==> src/rtl/alu_arbiter.sv <==
// Two-requester front end for a shared combinational ALU: accept, execute, respond.
// Optional macro ALU_ARB_RR_EN selects round-robin grant; otherwise requester 0 has priority.
module alu_arbiter #(
  parameter int unsigned WIDTH = 8
) (
  input  logic               clk,
  input  logic               rst_n,
  input  logic [1:0]         req_valid,
  output logic [1:0]         req_ready,
  input  logic [3:0]         req_op,
  input  logic [2*WIDTH-1:0] req_a,
  input  logic [2*WIDTH-1:0] req_b,
  output logic [1:0]         rsp_valid,
  output logic [WIDTH-1:0]   rsp_data,
  output logic               rsp_ovf,
  output logic               busy,
  output logic [WIDTH-1:0]   alu_a,
  output logic [WIDTH-1:0]   alu_b,
  output logic [1:0]         alu_control,
  output logic               alu_enable,
  input  logic [WIDTH-1:0]   alu_dOut,
  input  logic               alu_overflow
);

  typedef enum logic [1:0] {StIdle, StExec, StDone} state_e;

  state_e           state_q, state_d;
  logic [1:0]       grant;
  logic             accept;
  logic             sel;
  logic             owner_q;
  logic [1:0]       op_q;
  logic [WIDTH-1:0] a_q, b_q;
  logic [WIDTH-1:0] rsp_data_q;
  logic             rsp_ovf_q;

`ifdef ALU_ARB_RR_EN
  logic rr_ptr_q;

  // A lone valid requester wins outright; the pointer only breaks ties.
  always_comb begin
    grant = req_valid;
    if (&req_valid) grant = rr_ptr_q ? 2'b10 : 2'b01;
  end

  always_ff @(posedge clk or negedge rst_n) begin
    if (!rst_n)      rr_ptr_q <= 1'b0;
    else if (accept) rr_ptr_q <= ~sel;
  end
`else
  always_comb begin
    grant = 2'b00;
    if (req_valid[0])      grant = 2'b01;
    else if (req_valid[1]) grant = 2'b10;
  end
`endif

  assign accept = |req_ready;
  assign sel    = req_ready[1];

  // State register
  always_ff @(posedge clk or negedge rst_n) begin
    if (!rst_n) state_q <= StIdle;
    else        state_q <= state_d;
  end

  // Next-state logic
  always_comb begin
    state_d = state_q;
    unique case (state_q)
      StIdle:  if (accept) state_d = StExec;
      StExec:  state_d = StDone;
      StDone:  state_d = StIdle;
      default: state_d = StIdle;
    endcase
  end

  // Outputs; ready is gated by reset so nothing looks acceptable while held in reset.
  always_comb begin
    req_ready  = (state_q == StIdle && rst_n) ? grant : 2'b00;
    alu_enable = (state_q == StExec);
    busy       = (state_q != StIdle);
    rsp_valid  = (state_q == StDone) ? {owner_q, ~owner_q} : 2'b00;
  end

  // Payload is sampled only on the acceptance edge; result only at the end of EXEC.
  always_ff @(posedge clk or negedge rst_n) begin
    if (!rst_n) begin
      owner_q    <= 1'b0;
      op_q       <= 2'b00;
      a_q        <= '0;
      b_q        <= '0;
      rsp_data_q <= '0;
      rsp_ovf_q  <= 1'b0;
    end else begin
      if (accept) begin
        owner_q <= sel;
        op_q    <= sel ? req_op[3:2] : req_op[1:0];
        a_q     <= sel ? req_a[2*WIDTH-1:WIDTH] : req_a[WIDTH-1:0];
        b_q     <= sel ? req_b[2*WIDTH-1:WIDTH] : req_b[WIDTH-1:0];
      end
      if (state_q == StExec) begin
        rsp_data_q <= alu_dOut;
        rsp_ovf_q  <= alu_overflow;
      end
    end
  end

  assign alu_a       = a_q;
  assign alu_b       = b_q;
  assign alu_control = op_q;
  assign rsp_data    = rsp_data_q;
  assign rsp_ovf     = rsp_ovf_q;

endmodule

==> config.mk <==
export PLATFORM = sky130hd
export DESIGN_NAME = alu_arbiter
export DESIGN_NICKNAME = d
export VERILOG_FILES = /design/src/rtl/alu_arbiter.sv
export SDC_FILE = /design/constraint.sdc
export NUM_CORES = 1
export LEC_CHECK = 0
export ABC_AREA = 1
export CAP_MARGIN = 30
export CORE_AREA = 5 5 67 69
export CTS_BUF_LIST = sky130_fd_sc_hd__clkbuf_4 sky130_fd_sc_hd__clkbuf_8
export CTS_CLUSTER_SIZE = 14
export DETAILED_ROUTE_END_ITERATION = 7
export DIE_AREA = 0 0 72 74
export GPL_TIMING_DRIVEN = 0
export MAX_ROUTING_LAYER = met4
export PLACE_DENSITY = 0.85
export SLEW_MARGIN = 30
export SYNTH_ARGS = -nofsm -noshare
export SYNTH_HDL_FRONTEND = slang
export SYNTH_SLANG_ARGS = --single-unit
==> constraint.sdc <==
create_clock -name clk -period 2.34 [get_ports clk]
set_clock_uncertainty 0.05 [all_clocks]
set_input_delay 0.351 -clock clk [delete_from_list [all_inputs] [get_ports clk]]
set_output_delay 0.351 -clock clk [all_outputs]
set_load 0.005 [all_outputs]
==> flow_metrics.env, run 1 <==
export IMPL_final_min_clock_period_ps=2297
export IMPL_p_leak_nw=1.381
export IMPL_fmax_ghz=0.4354
export IMPL_wl_per_cell_um=12.78
export IMPL_dp_cells=346
export IMPL_crit_end="req_ready[1]"
export IMPL_finalMaxSlewViolations=0
export IMPL_die_y_um=74
export IMPL_gp_congestion=0.8121
export IMPL_grt_pass1_vias=1594
export IMPL_power_frac_comb_pct=36.1
export IMPL_status="complete, no violations"
export IMPL_p_clk_share_pct=24.0
export IMPL_drtIter0Drc=100
export IMPL_synth_top_area_cell="dfrtp_1"
export IMPL_layout_commonest_cell="clkdlybuf4s50_1"
export IMPL_cts_max_level=2
export IMPL_nNetsFinal=357
export IMPL_start_kind="primary input"
export IMPL_grt_max_degree=15
export IMPL_clkTransAtPathRegs_ps=60
export IMPL_cp_slowest_cell="clkdlybuf4s50_1"
export IMPL_min_period_over_period_pct=98.15
export IMPL_critPathCaptureType="output pin"
export IMPL_timing_critical_path_cells="clkdlybuf4s50_1 > inv_2 > nor2_4 > nand3_2 > buf_6 > buf_6 > inv_1 > clkdlybuf4s50_1"
export IMPL_ys_types=16
export IMPL_crit_type="in2out"
export IMPL_drt_wl_total_um=4588
export IMPL_drive_above_1_share_pct=9.385
export IMPL_r2r_cells=6
export IMPL_synth_warnings=0
export IMPL_vias_per_cell=4.705
export IMPL_initial_utilization_pct=41.73
export IMPL_ios=82
export IMPL_remaining_drc_errors=0
export IMPL_dr_total_vias=1689
export IMPL_cp_required_ps=1940
export IMPL_swShare_pct=28.82
export IMPL_hpwl_um=3296
export IMPL_syn2layout_area_growth_pct=65.09
export IMPL_cts_root_buf="clkbuf_8"
export IMPL_route_antenna_remaining_nets=0
export IMPL_cts_buffer_depth=2
export IMPL_syn_num_nets=263
export IMPL_intPower_mw=1.283
export IMPL_power_total_mw=1.802
export IMPL_critPathLaunch="req_valid[1]"
export IMPL_reg2reg_from="state_q[0]$_DFFE_PN0P_"
export IMPL_maxSlewHeadroom_pct=52.38
export IMPL_hold_viol=0
export IMPL_grt_overflow=0
export IMPL_insertedDiodeCount=0
export IMPL_die_w_um=72
export IMPL_final_util_pct=68.88
export IMPL_arrival_ps=1900
export IMPL_setup_viol=0
export IMPL_grt_pass1_wl_um=7258
export IMPL_synth_yosys_seq_area_share_pct=46.66
export IMPL_gr_usage_all_layers_pct=18.35
export IMPL_grt_antenna_before_repair=0
export IMPL_std_cell_rows=23
export IMPL_seq_power_share_pct=39.8
export IMPL_core_sq_mm=0.003856
export IMPL_timing_rr_end="alu_a[2]$_DFFE_PN0P_"
export IMPL_final_cell_mix="clkdlybuf4s50_1 (80), nand2_1 (64), inv_1 (43)"
export IMPL_drt_first_pass_iters=4
export IMPL_min_path_type="reg2reg"
export IMPL_peakVddDrop_v=0.0003848
export IMPL_fin_cells=359
export IMPL_switchingPower_mw=0.5195
export IMPL_worstMarginPinSlew_ps=711.9
export IMPL_synth_seq_cells=30
export IMPL_maxCapViolations=0
export IMPL_cts_tree="done"
export IMPL_cp_max_fo=10
export IMPL_io_buffers=81
export IMPL_syn_area_sq_mm=0.001609
export IMPL_cts_sinks=30
export IMPL_synthesis_instances=214
export IMPL_synth_area_leaders="dfrtp_1 (47%), nand2_1 (15%), nand3_1 (12%)"
export IMPL_synth_top_cell_area_share_pct=46.66
export IMPL_clk_latency_ps=280
export IMPL_avgSynthCellArea_sq_um=7.519
export IMPL_dieArea_sq_mm=0.005328
export IMPL_max_stage_delay_ps=490
export IMPL_cts_buffers=5
export IMPL_powerDensity_mw_per_mm2=678.5
export IMPL_regToRegSetupSlack_ps=850
layout make-up:
type,count,area (sq um)
plain buffers,12,87.58
fillers,336,1200
inverters,45,168.9
repair buffers,87,878.3
flip-flops and latches,30,750.7
clock buffers,6,82.58
well taps,50,62.56
multi-input cells,127,613.1
clock inverters,2,12.51
power by group through the flow:
| stage | clock network [mW] | logic (mW) | registers [mW] |
|---|---|---|---|
| after floorplan | 0 | 0.217 | 0.737 |
| after global placement | 0 | 0.630 | 0.723 |
| after detailed placement | 0 | 0.646 | 0.728 |
| after CTS | 0.445 | 0.661 | 0.718 |
| after global routing | 0.464 | 0.715 | 0.738 |
| final | 0.433 | 0.651 | 0.718 |
routing by layer:
metal	track usage, %	vias up	wire length (um)
li1	-	855	-
met1	21.32	765	1884
met2	30.00	63	2225
met3	4.730	6	407
met4	8.351	0	70
met5	-	-	0
registers in the layout, summed over array words and instances (netlist names):
name and flops:
alu_a 8, alu_b 8, alu_control 2, owner_q 1, rsp_data 8, rsp_ovf 1
state_q 2
worst min-delay path by stage:
stage	from	to	slack [ps]	depth (start not counted)
floorplan	rst_n	alu_a[0]$_DFFE_PN0P_	5	0
global placement	rsp_data[7]$_DFFE_PN0P_	rsp_data[7]$_DFFE_PN0P_	410	2
detailed placement	rst_n	alu_b[3]$_DFFE_PN0P_	260	1
CTS	rsp_data[6]$_DFFE_PN0P_	rsp_data[6]$_DFFE_PN0P_	430	2
global route	rsp_data[1]$_DFFE_PN0P_	rsp_data[1]$_DFFE_PN0P_	450	2
finish	rsp_data[5]$_DFFE_PN0P_	rsp_data[5]$_DFFE_PN0P_	430	2
synth_stat cells, drive strengths merged:
| library cell | number |
|---|---|
| nor2 | 2 |
| o21ai | 1 |
| nand4 | 18 |
| a21oi | 1 |
| clkinv | 1 |
| buf | 10 |
| nor3 | 2 |
| clkbuf | 2 |
| nand2 | 65 |
| nand3 | 38 |
| inv | 44 |
| dfrtp | 30 |
through the flow:
| step | worst slack, ps | hold WS, ps | instance area (sq um) | TNS [ps] |
|---|---|---|---|---|
| final | 43.21 | 429.9 | 2656 | 0 |
| after global routing | -3.009 | 451.8 | 2656 | -3.009 |
| after CTS | 25.27 | 434.5 | 2651 | 0 |
| after detailed placement | -188.4 | 255.7 | 2505 | -188.4 |
| after global placement | -1184 | 410.8 | 2482 | -14410 |
| after floorplan | 882.7 | 5.409 | 1609 | 0 |
worst max-delay path: cells and delay by family:
family / cells / cell delay, ps
simple gates: 2 / 200
buf+inv: 6 / 1340
cells by family (layout without fill, tap and decap cells):
group	after synthesis	in the layout	share of synthesized area [%]
AOI/OAI and AO/OA	2	2	1.322
buffers and inverters	57	152	15.55
DFF	30	30	46.66
and+or+nand+nor	125	125	36.47
timing repair:
item / CTS / global route
endpoints found under the setup margin: 1 / 1
buffers inserted: 2 / 0
gates cloned: 0 / 0
pin swaps: 1 / 0
hold buffers: 3 / 0
hold endpoints to repair: 14 / 0
resized for setup: 3 / 1
Power figures use the tool's default switching activity.
==> run 2, diff against run 1 <==
--- a/config.mk
+++ b/config.mk
@@ -7,14 +7,13 @@
 export LEC_CHECK = 0
 export ABC_AREA = 1
 export CAP_MARGIN = 30
-export CORE_AREA = 5 5 67 69
-export CTS_BUF_LIST = sky130_fd_sc_hd__clkbuf_4 sky130_fd_sc_hd__clkbuf_8
+export CORE_AREA = 5 5 68 70
 export CTS_CLUSTER_SIZE = 14
 export DETAILED_ROUTE_END_ITERATION = 7
-export DIE_AREA = 0 0 72 74
+export DIE_AREA = 0 0 73 75
 export GPL_TIMING_DRIVEN = 0
 export MAX_ROUTING_LAYER = met4
-export PLACE_DENSITY = 0.85
+export PLACE_DENSITY = 0.83
 export SLEW_MARGIN = 30
 export SYNTH_ARGS = -nofsm -noshare
 export SYNTH_HDL_FRONTEND = slang
==> run 2 against run 1 <==
Design area up 0.57%; first-iteration DRC count down 30%; non-clock buffer count unchanged; die area up 2.8%; via count up 2.2%; register-to-register slack better by 30 ps; largest cell class unchanged.
==> flow_metrics.env, run 2 (synthesis gave the netlist of run 1 again) <==
export IMPL_maxSlewHeadroom_pct=70.25
export IMPL_fin_setup_tns_ps=0
export IMPL_insertedDiodeCount=0
export IMPL_gp_congestion=0.7806
export IMPL_drtIter0Drc=70
export IMPL_fmax_ghz=0.4332
export IMPL_drt_first_pass_iters=4
export IMPL_cp_required_ps=1940
export IMPL_syn2layout_area_growth_pct=66.02
export IMPL_gr_usage_all_layers_pct=18.54
export IMPL_min_period_over_period_pct=98.66
export IMPL_regToRegSetupSlack_ps=880
export IMPL_cp_slowest_cell="clkdlybuf4s50_1"
export IMPL_maxCapViolations=0
export IMPL_max_stage_delay_ps=500
export IMPL_std_cell_rows=23
export IMPL_cts_max_level=2
export IMPL_cts_buffers=5
export IMPL_io_buffers=81
export IMPL_vias_per_cell=4.811
export IMPL_drt_wl_total_um=4752
export IMPL_cts_root_buf="clkbuf_8"
export IMPL_grt_antenna_before_repair=0
export IMPL_ios=82
export IMPL_cts_buffer_depth=2
export IMPL_clkTransAtPathRegs_ps=60
export IMPL_timing_critical_path_cells="clkdlybuf4s50_1 > nor2_4 > nand3_2 > buf_6 > buf_6 > inv_1 > clkdlybuf4s50_1"
export IMPL_final_cell_mix="clkdlybuf4s50_1 (80), nand2_1 (64), inv_1 (43)"
export IMPL_crit_type="in2out"
export IMPL_nNetsFinal=357
export IMPL_wl_per_cell_um=13.24
export IMPL_final_min_clock_period_ps=2309
export IMPL_finalMaxSlewViolations=0
export IMPL_clk_latency_ps=270
export IMPL_route_antenna_remaining_nets=0
export IMPL_power_total_mw=1.858
export IMPL_hold_viol=0
export IMPL_layout_commonest_cell="clkdlybuf4s50_1"
export IMPL_initial_utilization_pct=41.11
export IMPL_arrival_ps=1910
export IMPL_worstMarginPinSlew_ps=446.3
export IMPL_cp_max_fo=10
export IMPL_hpwl_um=3544
export IMPL_p_leak_nw=1.394
export IMPL_core_sq_mm=0.003914
export IMPL_cts_sinks=30
export IMPL_grt_max_degree=27
export IMPL_path_delay_family="buffers and inverters"
export IMPL_dr_total_vias=1727
export IMPL_start_kind="primary input"
export IMPL_die_w_um=73
export IMPL_grt_pass1_wl_um=7590
export IMPL_critPathBufInv=5
export IMPL_grt_overflow=0
export IMPL_powerDensity_mw_per_mm2=695.6
export IMPL_min_path_type="in2async"
export IMPL_critPathCaptureType="output pin"
export IMPL_drive_above_1_share_pct=10.03
export IMPL_setup_viol=0
export IMPL_dieArea_sq_mm=0.005475
export IMPL_peakVddDrop_v=0.0003974
export IMPL_remaining_drc_errors=0
export IMPL_die_y_um=75
export IMPL_status="complete, no violations"
export IMPL_cts_tree="done"
export IMPL_grt_pass1_vias=1661
## run 2: changes by cell type in the layout (fill, tap and decap cells not counted), sizes merged
| cell | delta |
|---|---|
| clkbuf | +2 |
| clkinvlp | -1 |
| buf | +2 |
| dlygate4sd3 | -2 |
| clkinv | -1 |
## run 2: power by group
group          switching [mW]  total [mW]  internal (mW)
logic                   0.254       0.653          0.399
clock network           0.186       0.482          0.297
registers              0.0737       0.723          0.649
total                   0.513        1.86           1.34
## run 2: repair_timing
item	4_1_cts	5_1_grt
setup endpoints to repair	1	1
gates resized for setup	2	2
setup buffers	2	1
endpoints found under the hold margin	4	0
hold buffers	2	0
pin swaps	1	1
## run 2: worst reg2reg max path: stages, from the launching register on
cell and delay (ps):
dfrtp_1 430, nor2_4 180, nand3_2 110, buf_6 130, buf_4 160, buf_6 150
nand3_1 70, nand2_1 60
## run 2: path summary, 6_finish.rpt
check | startpoint | endpoint | depth (start not counted)
max in group asynchronous | rst_n | alu_b[5]$_DFFE_PN0P_ | 2
worst min register to register | rsp_data[3]$_DFFE_PN0P_ | rsp_data[3]$_DFFE_PN0P_ | 2
worst max-delay path | req_valid[0] | req_ready[1] | 7
worst max register to register | state_q[0]$_DFFE_PN0P_ | alu_b[2]$_DFFE_PN0P_ | 7
min in group clk | rsp_data[3]$_DFFE_PN0P_ | rsp_data[3]$_DFFE_PN0P_ | 2
worst min-delay path | rst_n | owner_q$_DFFE_PN0P_ | 3
## run 2: stage by stage
| step | instance area [sq um] | hold slack [ps] | util (%) | std cells | setup WS [ps] |
|---|---|---|---|---|---|
| after CTS | 2659 | 86.20 | 67.93 | 358 | 5.372 |
| after detailed placement | 2497 | 129.7 | 63.81 | 346 | -201.2 |
| final | 2671 | 93.66 | 68.25 | 359 | 31.39 |
| after global routing | 2671 | 104.0 | 68.25 | 359 | -14.32 |
| after floorplan | 1609 | 5.409 | - | 214 | 882.7 |
| after global placement | 2482 | 411.0 | 63.43 | 345 | -1211 |
## run 2: metal layers
metal	wire, um	vias to the layer above	part of all wire (%)	GRT usage [%]
met4	78	0	1.6	5.533
met3	357	7	7.5	4.272
met2	2443	66	51	31.98
met1	1872	799	39	21.49
met5	0	-	0	-
li1	-	855	-	-
## run 2: cell type report
| type | instances | area (sq um) |
|---|---|---|
| repair buffers | 87 | 878.3 |
| multi-input cells | 127 | 613.1 |
| flip-flops and latches | 30 | 750.7 |
| clock buffers | 8 | 110.1 |
| plain buffers | 12 | 87.58 |
| inverters | 45 | 168.9 |
| well taps | 50 | 62.56 |
| fillers | 349 | 1242 |
